[config.mk]
export PLATFORM = sky130hd
export DESIGN_NAME = song_sequencer
export DESIGN_NICKNAME = d
export VERILOG_FILES = /design/src/rtl/song_sequencer.sv
export SDC_FILE = /design/constraint.sdc
export NUM_CORES = 1
export LEC_CHECK = 0
export ABC_AREA = 0
export CAP_MARGIN = 25
export CORE_MARGIN = 4
export CORE_UTILIZATION = 35
export DETAILED_ROUTE_END_ITERATION = 10
export REMOVE_ABC_BUFFERS = 1
export SLEW_MARGIN = 20
export SYNTH_ARGS = -nofsm -noshare
export SYNTH_HDL_FRONTEND = slang
export SYNTH_SLANG_ARGS = --single-unit
[constraint.sdc]
create_clock -name clk -period 5.2 [get_ports clk]
set_input_delay 1.04 -clock clk [delete_from_list [all_inputs] [get_ports clk]]
set_output_delay 1.04 -clock clk [all_outputs]
set_load 0.02 [all_outputs]
[src/rtl/song_sequencer.sv]
// Melody player: walks a per-song note table in an external synchronous ROM
// and drives key/key_on into the tone generator, with tempo, rests, looping and pause/stop.
module song_sequencer #(
  parameter int KEY_W     = 5,
  parameter int SEL_W     = 2,
  parameter int ADDR_W    = 5,
  parameter int BEAT_W    = 4,
  parameter int CNT_W     = 26,
  parameter int GAP_SHIFT = 2
) (
  input  logic                      clk,
  input  logic                      rst,
  input  logic                      i_start,
  input  logic                      i_stop,
  input  logic                      i_pause,
  input  logic                      i_loop,
  input  logic [SEL_W-1:0]          i_song_sel,
  input  logic [CNT_W-1:0]          i_unit_cycles,
  output logic [SEL_W+ADDR_W-1:0]   o_rom_addr,
  input  logic [2+BEAT_W+KEY_W-1:0] i_rom_data,
  output logic [KEY_W-1:0]          o_key,
  output logic                      o_key_on,
  output logic                      o_busy,
  output logic [ADDR_W-1:0]         o_note_idx,
  output logic                      o_done
);

  localparam int LEN_W = BEAT_W + CNT_W;
  localparam logic [LEN_W-1:0]  LEN_ONE  = {{(LEN_W-1){1'b0}}, 1'b1};
  localparam logic [LEN_W-1:0]  LEN_ZERO = {LEN_W{1'b0}};
  localparam logic [ADDR_W-1:0] IDX_ONE  = {{(ADDR_W-1){1'b0}}, 1'b1};
  localparam logic [ADDR_W-1:0] IDX_ZERO = {ADDR_W{1'b0}};
  localparam logic [ADDR_W-1:0] IDX_LAST = {ADDR_W{1'b1}};

  typedef enum logic [1:0] {
    S_IDLE  = 2'd0,
    S_FETCH = 2'd1,
    S_LOAD  = 2'd2,
    S_PLAY  = 2'd3
  } state_t;

  state_t             r_state;
  logic [SEL_W-1:0]   r_song;
  logic [ADDR_W-1:0]  r_note_idx;
  logic [KEY_W-1:0]   r_key;
  logic               r_key_on;
  logic               r_busy;
  logic               r_done;
  logic [LEN_W-1:0]   r_cnt;
  logic [CNT_W-1:0]   r_gap;

  logic               w_end;
  logic               w_rest;
  logic [BEAT_W-1:0]  w_beats;
  logic [KEY_W-1:0]   w_key;
  logic [BEAT_W-1:0]  w_beats_eff;
  logic [CNT_W-1:0]   w_unit;
  logic [CNT_W-1:0]   w_gap;
  logic [LEN_W-1:0]   w_len;
  logic               w_last;

  assign w_end   = i_rom_data[KEY_W+BEAT_W+1];
  assign w_rest  = i_rom_data[KEY_W+BEAT_W];
  assign w_beats = i_rom_data[KEY_W+BEAT_W-1:KEY_W];
  assign w_key   = i_rom_data[KEY_W-1:0];

  // Zero beats or a zero tempo both behave as one unit; the product cannot overflow LEN_W.
  assign w_beats_eff = (w_beats == {BEAT_W{1'b0}}) ? {{(BEAT_W-1){1'b0}}, 1'b1} : w_beats;
  assign w_unit      = (i_unit_cycles == {CNT_W{1'b0}}) ? {{(CNT_W-1){1'b0}}, 1'b1} : i_unit_cycles;
  assign w_gap       = w_unit >> GAP_SHIFT;
  assign w_len       = {{CNT_W{1'b0}}, w_beats_eff} * {{BEAT_W{1'b0}}, w_unit};
  assign w_last      = (r_note_idx == IDX_LAST);

  assign o_rom_addr = {r_song, r_note_idx};
  assign o_key      = r_key;
  assign o_key_on   = r_key_on & ~i_pause;
  assign o_busy     = r_busy;
  assign o_note_idx = r_note_idx;
  assign o_done     = r_done;

  // Playback FSM with registered outputs; stop outranks pause, pause freezes everything else.
  always_ff @(posedge clk or posedge rst) begin
    if (rst) begin
      r_state    <= S_IDLE;
      r_song     <= {SEL_W{1'b0}};
      r_note_idx <= IDX_ZERO;
      r_key      <= {KEY_W{1'b0}};
      r_key_on   <= 1'b0;
      r_busy     <= 1'b0;
      r_done     <= 1'b0;
      r_cnt      <= LEN_ZERO;
      r_gap      <= {CNT_W{1'b0}};
    end else begin
      r_done <= 1'b0;
      if (i_stop) begin
        r_state  <= S_IDLE;
        r_key_on <= 1'b0;
        r_busy   <= 1'b0;
      end else if (!i_pause) begin
        case (r_state)
          S_IDLE: begin
            if (i_start) begin
              r_song     <= i_song_sel;
              r_note_idx <= IDX_ZERO;
              r_busy     <= 1'b1;
              r_state    <= S_FETCH;
            end
          end
          S_FETCH: r_state <= S_LOAD;
          S_LOAD: begin
            if (w_end) begin
              r_done <= 1'b1;
              if (i_loop) begin
                r_note_idx <= IDX_ZERO;
                r_state    <= S_FETCH;
              end else begin
                r_busy  <= 1'b0;
                r_state <= S_IDLE;
              end
            end else begin
              r_key    <= w_key;
              r_key_on <= ~w_rest;
              r_cnt    <= w_len - LEN_ONE;
              r_gap    <= w_gap;
              r_state  <= S_PLAY;
            end
          end
          S_PLAY: begin
            if (r_cnt == {{BEAT_W{1'b0}}, r_gap}) begin
              r_key_on <= 1'b0;
            end
            if (r_cnt == LEN_ZERO) begin
              r_key_on <= 1'b0;
              // Running off the last table slot ends the song like a marker would.
              if (w_last) begin
                r_done <= 1'b1;
                if (i_loop) begin
                  r_note_idx <= IDX_ZERO;
                  r_state    <= S_FETCH;
                end else begin
                  r_busy  <= 1'b0;
                  r_state <= S_IDLE;
                end
              end else begin
                r_note_idx <= r_note_idx + IDX_ONE;
                r_state    <= S_FETCH;
              end
            end else begin
              r_cnt <= r_cnt - LEN_ONE;
            end
          end
          default: begin
            r_state  <= S_IDLE;
            r_key_on <= 1'b0;
            r_busy   <= 1'b0;
          end
        endcase
      end
    end
  end

endmodule

==> flow_summary.ini, run 1 <==
[layout]
fin_nets = 1323
diodes = 0
multi_input_area_um2 = 5520
fill_cells = 2171
seq_area_um2 = 1780
final_layout_size_suffix_gt1_frac = 0.142
syn2layout_area_growth_pct = 26.3
final_cell_count_no_fill = 1451

[critical_path]
max_stage_delay_ns = 0.54
endpoint_kind = register
cp_top_family = adder cells
cpMaxStageDelayCell = or4_4
path_class = in2reg
worstPathRequired_ns = 5.40
crit_buf_inv = 5
critPathMaxFanout = 3
crit_top_cell = buf_6
worstSetupStartpointType = primary input
crit_chain = buf_6 -> or4_4 -> nor4_4 -> buf_4 -> a41o_1 -> nand2_2 -> ha_4 -> fa_1 -> fa_1 -> inv_2 -> ha_4 -> buf_6 -> a211oi_4 -> o21ai_2 -> nand2_1 -> o31a_1 -> a21oi_4 -> buf_6 -> xnor2_1 -> o221ai_1
arrival_ns = 5.30

[synthesis]
yosys.area.top_type = dfrtp_1
syn_area_per_cell_um2 = 7.50
synth_top_cell_area_share = 0.226
syn-instance-count = 1046
syn_area_um2 = 7850
synth.most_common_cell = nand2_1
synth_edf_count = 0
yosys_warnings = 0
synthTopCellsByCount = nand2_1 (218), inv_1 (156), dfrtp_1 (71)
ys_types = 63
synth_area_leaders = dfrtp_1 (23%), fa_1 (12%), nand2_1 (10%)
synth_flop_cell = dfrtp_1
yosysSeqAreaShare = 0.226
ys_ff_latch = 71
synthArstFlopShare = 1.00

[timing]
final-setup-viol-count = 0
rsz0062_at_grt = true
final.setup.tns_ns = 0
period_minus_slack_ns = 5.10
relSlewSlack = 0.342
fmax_mhz = 196
worst_pin_slew_ns = 0.986
final_hold_viol_count = 0
finClkSkew_ns = 0.00797
period_share = 0.981
setup_slack_ns = 0.0996
slew_violations = 0

[route]
vias = 7267
route.met3.wl_um = 768
drt_iter0_drc = 520
drt-wirelength-per-cell_um = 14.7
ant_nets = 0
drt-met1-wl_um = 10500
dr.pass1.iters = 5
drc = 0
viasPerCell = 5.01
topRoutingLayerUsed = met4
wl_met2_um = 9600
drt-total-wl_um = 21300

[global_route]
grtUsageTotal = 0.174
overflow = 0
grt_max_degree = 44
grt_pass1_vias = 6976
grt_first_pass_wirelength_um = 35500
antenna_found_initial = 0

[die]
die_x_um = 158
fp-row-count = 54
die_h_um = 158
coreArea_um2 = 22000
initial_core_util = 0.357
die_area_um2 = 24900
io_pins = 65

[placement]
place_congestion = 0.922
pre_cts_ws_ns = -1.06
placedCellCount = 1429
place.port_buffers = 64
dp_hpwl_um = 16700

[min_path]
hp-class = reg2reg

[power_and_ir_drop]
p_leak_nw = 4.86
peakVddDrop_mv = 0.176
p_int_mw = 2.18
power.density_nw_per_um2 = 385
combPwrFrac = 0.606
switchingPower_mw = 1.64
switching_share = 0.429
clkPwrFrac = 0.168
total_power_mw = 3.82
power_frac_seq = 0.226

[cts]
cts_root_buffer = clkbuf_16
cts_made_buffers = 9
h-tree-depth = 3
cts_tree = yes
hold_buffers = 0
clk_pin_slew_ns = 0.06
worstSkewPairLatency_ns = 0.34
cts_buffer_depth = 2
numClockSinks = 71

[run_status]
status = completed

[job]
drv_cap = 0
power by group through the flow:
stage / Combinational (mW) / Clock, mW / Sequential (mW)
after floorplan: 1.42 / 0 / 0.843
after global placement: 2.09 / 0 / 0.863
after detailed placement: 2.11 / 0 / 0.865
after CTS: 2.26 / 0.657 / 0.858
after global routing: 2.62 / 0.679 / 0.881
final: 2.31 / 0.642 / 0.862
sequential cells by signal, indices dropped and copies added (netlist names):
register	flops
r_gap	24
o_busy	1
r_key_on	1
r_state	2
o_done	1
r_cnt	30
r_song	2
o_note_idx	5
o_key	5
cell families (layout without fill, tap and decap cells):
group           after synthesis  count (layout)  share of synthesized area
simple gates                408             408                      0.238
buf+inv                     205             330                      0.103
compound gates              200             200                      0.151
fa+ha+maj                   112             112                      0.225
flops                        71              71                      0.226
xor+xnor                     46              46                     0.0513
mux                           4               4                    0.00542
layout by cell type, fill, tap and decap left out, types with 12 or more instances in the layout:
cell             instances
a21oi_1                 59
and2_1                  27
buf_4                   90
clkdlybuf4s50_1         52
dfrtp_1                 71
fa_1                    48
ha_1                    59
inv_1                  153
nand2_1                215
nand2b_1                12
nand3_1                 15
nand4_1                 13
nor2_1                  44
nor3_1                  28
nor4_1                  14
o21ai_0                 55
xnor2_1                 37
area by class of cell:
type,count,share of cell area
multi-input combinational,770,0.557
sequential,71,0.179
timing repair buffer,158,0.138
inverter,156,0.0592
tap,280,0.0353
clock buffer,11,0.0255
clock inverter,5,0.00568
path summary, 6_finish.rpt:
check                      slack (ns)  cells past startpoint         to              start
hold / removal                   0.47                      2   o_key[2]           o_key[2]
min in group asynchronous        1.16                      2  r_gap[16]                rst
setup / recovery                  0.1                     20  r_cnt[25]  i_unit_cycles[11]
setup reg to reg                 1.54                     10  r_cnt[25]           r_cnt[0]
hold reg to reg                  0.47                      2   o_key[2]           o_key[2]
max in group asynchronous        3.15                      3  r_cnt[15]                rst
per-layer routing:
layer,vias up,global-route usage
met5,-,0
met2,157,0.274
met3,27,0.0169
li1,3671,-
met4,0,0.0483
met1,3412,0.256
metrics by stage:
step	hold WS, ns	util	cell area, um2
2_1_floorplan	0.448	-	7630
3_3_place_gp	0.459	0.424	9320
3_5_place_dp	0.471	0.424	9320
4_1_cts	0.485	0.448	9840
5_1_grt	0.510	0.452	9920
6_report	0.474	0.452	9920
what timing repair did:
item,in CTS,in global routing
setup buffers,7,2
endpoints found under the setup margin,23,21
gates resized for setup,51,35
pin swaps,30,19
worst reg2reg max path: stages (launching register included):
cell,delay (ns)
dfrtp_1,0.42
inv_1,0.09
ha_1,0.18
nor3b_2,0.40
nand4_1,0.46
nor4_1,0.63
a31oi_2,0.15
buf_4,0.21
nand2_1,0.46
buf_4,0.36
o221ai_1,0.16
Note: power is estimated with default switching activity, not from simulation.
==> run 2: changes to the inputs <==
--- a/config.mk
+++ b/config.mk
@@ -8,7 +8,7 @@
 export ABC_AREA = 0
 export CAP_MARGIN = 25
 export CORE_MARGIN = 4
-export CORE_UTILIZATION = 35
+export CORE_UTILIZATION = 23
 export DETAILED_ROUTE_END_ITERATION = 10
 export REMOVE_ABC_BUFFERS = 1
 export SLEW_MARGIN = 20
==> run 2 against run 1 <==
Effect of this change: combinational power is 2% higher; critical path depth is 1 lower; design area is 2.2% higher; maximum frequency is 2.2% higher; sequential power hardly changed; total power is 0.18% higher; first-iteration DRC count is 6.3% lower; utilization is 15 points lower; highest routed layer unchanged.
==> flow_summary.ini, run 2 (same netlist as run 1, synthesis figures left out) <==
[critical_path]
timing.reg2reg.setup_slack_ns = 1.51
worstPathRequired_ns = 5.41
cp_top_family = adder cells
critPathMaxFanout = 3
cpMaxStageDelayCell = or4_4
endpoint_kind = register
arrival_ns = 5.20
path_depth = 19
path_class = in2reg
crit_end = r_cnt[27]
crit_buf_inv = 3
crit_start = i_unit_cycles[14]
max_stage_delay_ns = 0.56
r2r-start = r_cnt[0]
crit_top_cell = ha_4
crit_chain = clkbuf_2 -> or4_4 -> nor4_4 -> a41o_1 -> nand2_2 -> ha_4 -> fa_2 -> fa_1 -> inv_2 -> ha_4 -> a211oi_4 -> o21ai_2 -> nand2_1 -> o31a_1 -> a21oi_2 -> buf_4 -> a31oi_2 -> xnor2_1 -> o21ai_1
r2r_end = r_cnt[19]
reg2reg_depth = 11
worstSetupStartpointType = primary input

[placement]
pre_cts_ws_ns = -1.16
place_congestion = 0.861
dp_hpwl_um = 17600
place.port_buffers = 64

[timing]
final-setup-viol-count = 0
worst_pin_slew_ns = 0.870
relSlewSlack = 0.419
fmax_mhz = 200
rsz0062_at_grt = false
period_minus_slack_ns = 4.99
setup_slack_ns = 0.210
finClkSkew_ns = 0.0132
final_hold_viol_count = 0
period_share = 0.960
slew_violations = 0

[route]
dr.pass1.iters = 5
drc = 0
drt-wirelength-per-cell_um = 13.7
vias = 7454
ant_nets = 0
drt_iter0_drc = 487
viasPerCell = 4.58
drt-total-wl_um = 22300

[job]
drv_cap = 0

[die]
coreArea_um2 = 33600
io_pins = 65
die_area_um2 = 37100
die_x_um = 193
initial_core_util = 0.233
fp-row-count = 67
die_h_um = 193

[cts]
worstSkewPairLatency_ns = 0.34
cts_tree = yes
clk_pin_slew_ns = 0.07
hold_buffers = 0
h-tree-depth = 3
cts_buffer_depth = 2
cts_root_buffer = clkbuf_16
numClockSinks = 71
cts_made_buffers = 9

[layout]
top_register = r_cnt
fin_nets = 1332
diodes = 0
syn2layout_area_growth_pct = 29.1
final_layout_size_suffix_gt1_frac = 0.142
final_common_cell = nand2_1
final_cell_mix = nand2_1 (216), inv_1 (154), buf_4 (99), dfrtp_1 (71), a21oi_1 (63)
final_util = 0.301
largest_reg_flops = 30
reg_top3 = r_cnt x30, r_gap x24

[power_and_ir_drop]
p_leak_nw = 4.84
power.density_nw_per_um2 = 377
peakVddDrop_mv = 0.160

[global_route]
grtUsageTotal = 0.121
grt_pass1_vias = 7195
antenna_found_initial = 0
grt_first_pass_wirelength_um = 37000
grt_max_degree = 42
overflow = 0

[min_path]
min_path_cells = 2
hp-class = reg2reg

[run_status]
status = completed
## run 2: cell count changes in the layout (fill, tap and decap cells not counted), moves of 3 or more
| cell | change |
|---|---|
| dlymetal6s2s_1 | -3 |
| o21ai_1 | -4 |
| dlygate4sd2_1 | +6 |
| buf_4 | +9 |
| o21ai_0 | +4 |
| a21oi_1 | +4 |
| a21oi_2 | -4 |
| clkinv_2 | -3 |
## run 2: area by class of cell
| class | instances | area, um2 |
|---|---|---|
| clock buffers | 9 | 225 |
| multi-input cells | 770 | 5490 |
| flip-flops and latches | 71 | 1780 |
| repair buffers | 167 | 1440 |
| well taps | 448 | 561 |
| clock inverters | 7 | 62.6 |
| inverters | 156 | 586 |
| fillers | 3562 | 23500 |
## run 2: tightest hold or removal path: stages, from the launching register on
cell     delay (ns)
dfrtp_1        0.35
nand2_1        0.05
nand2_1        0.05
## run 2: timing repair
| action | in CTS | in global routing |
|---|---|---|
| gates resized for setup | 35 | 33 |
| pin swaps | 20 | 22 |
| gates cloned | 0 | 0 |
| buffers inserted | 4 | 1 |
| endpoints found under the setup margin | 23 | 20 |
## run 2: worst min-delay path by stage
stage / startpoint / endpoint / slack (ns)
after detailed placement: o_key[0] / o_key[0] / 0.47
after global placement: o_key[3] / o_key[3] / 0.46
after floorplan: r_cnt[25] / r_cnt[25] / 0.45
final: o_key[4] / o_key[4] / 0.48
after global routing: r_cnt[25] / r_cnt[25] / 0.51
after CTS: o_key[3] / o_key[3] / 0.49
## run 2: where the power goes
group / internal (mW) / switching (mW)
logic: 1.13 / 1.22
registers: 0.695 / 0.168
clock network: 0.333 / 0.273
total: 2.16 / 1.66
## run 2: per-layer routing
metal | vias to the layer above | part of all wire | GRT usage
li1 | 3683 | - | -
met1 | 3567 | 0.46 | 0.161
met2 | 174 | 0.49 | 0.210
met3 | 30 | 0.039 | 0.0132
met4 | 0 | 0.019 | 0.0335
met5 | - | 0 | 0
## run 2: through the flow
step	hold WS, ns	setup TNS [ns]	cell area [um2]	instances	total power, mW
after floorplan	0.448	-0.687	7630	997	2.26
after global placement	0.462	-17.94	9610	1607	3.04
after detailed placement	0.475	-20.53	9610	1607	3.08
after CTS	0.491	0	10000	1627	3.76
after global routing	0.508	0	10100	1628	4.18
final	0.483	0	10100	1628	3.82
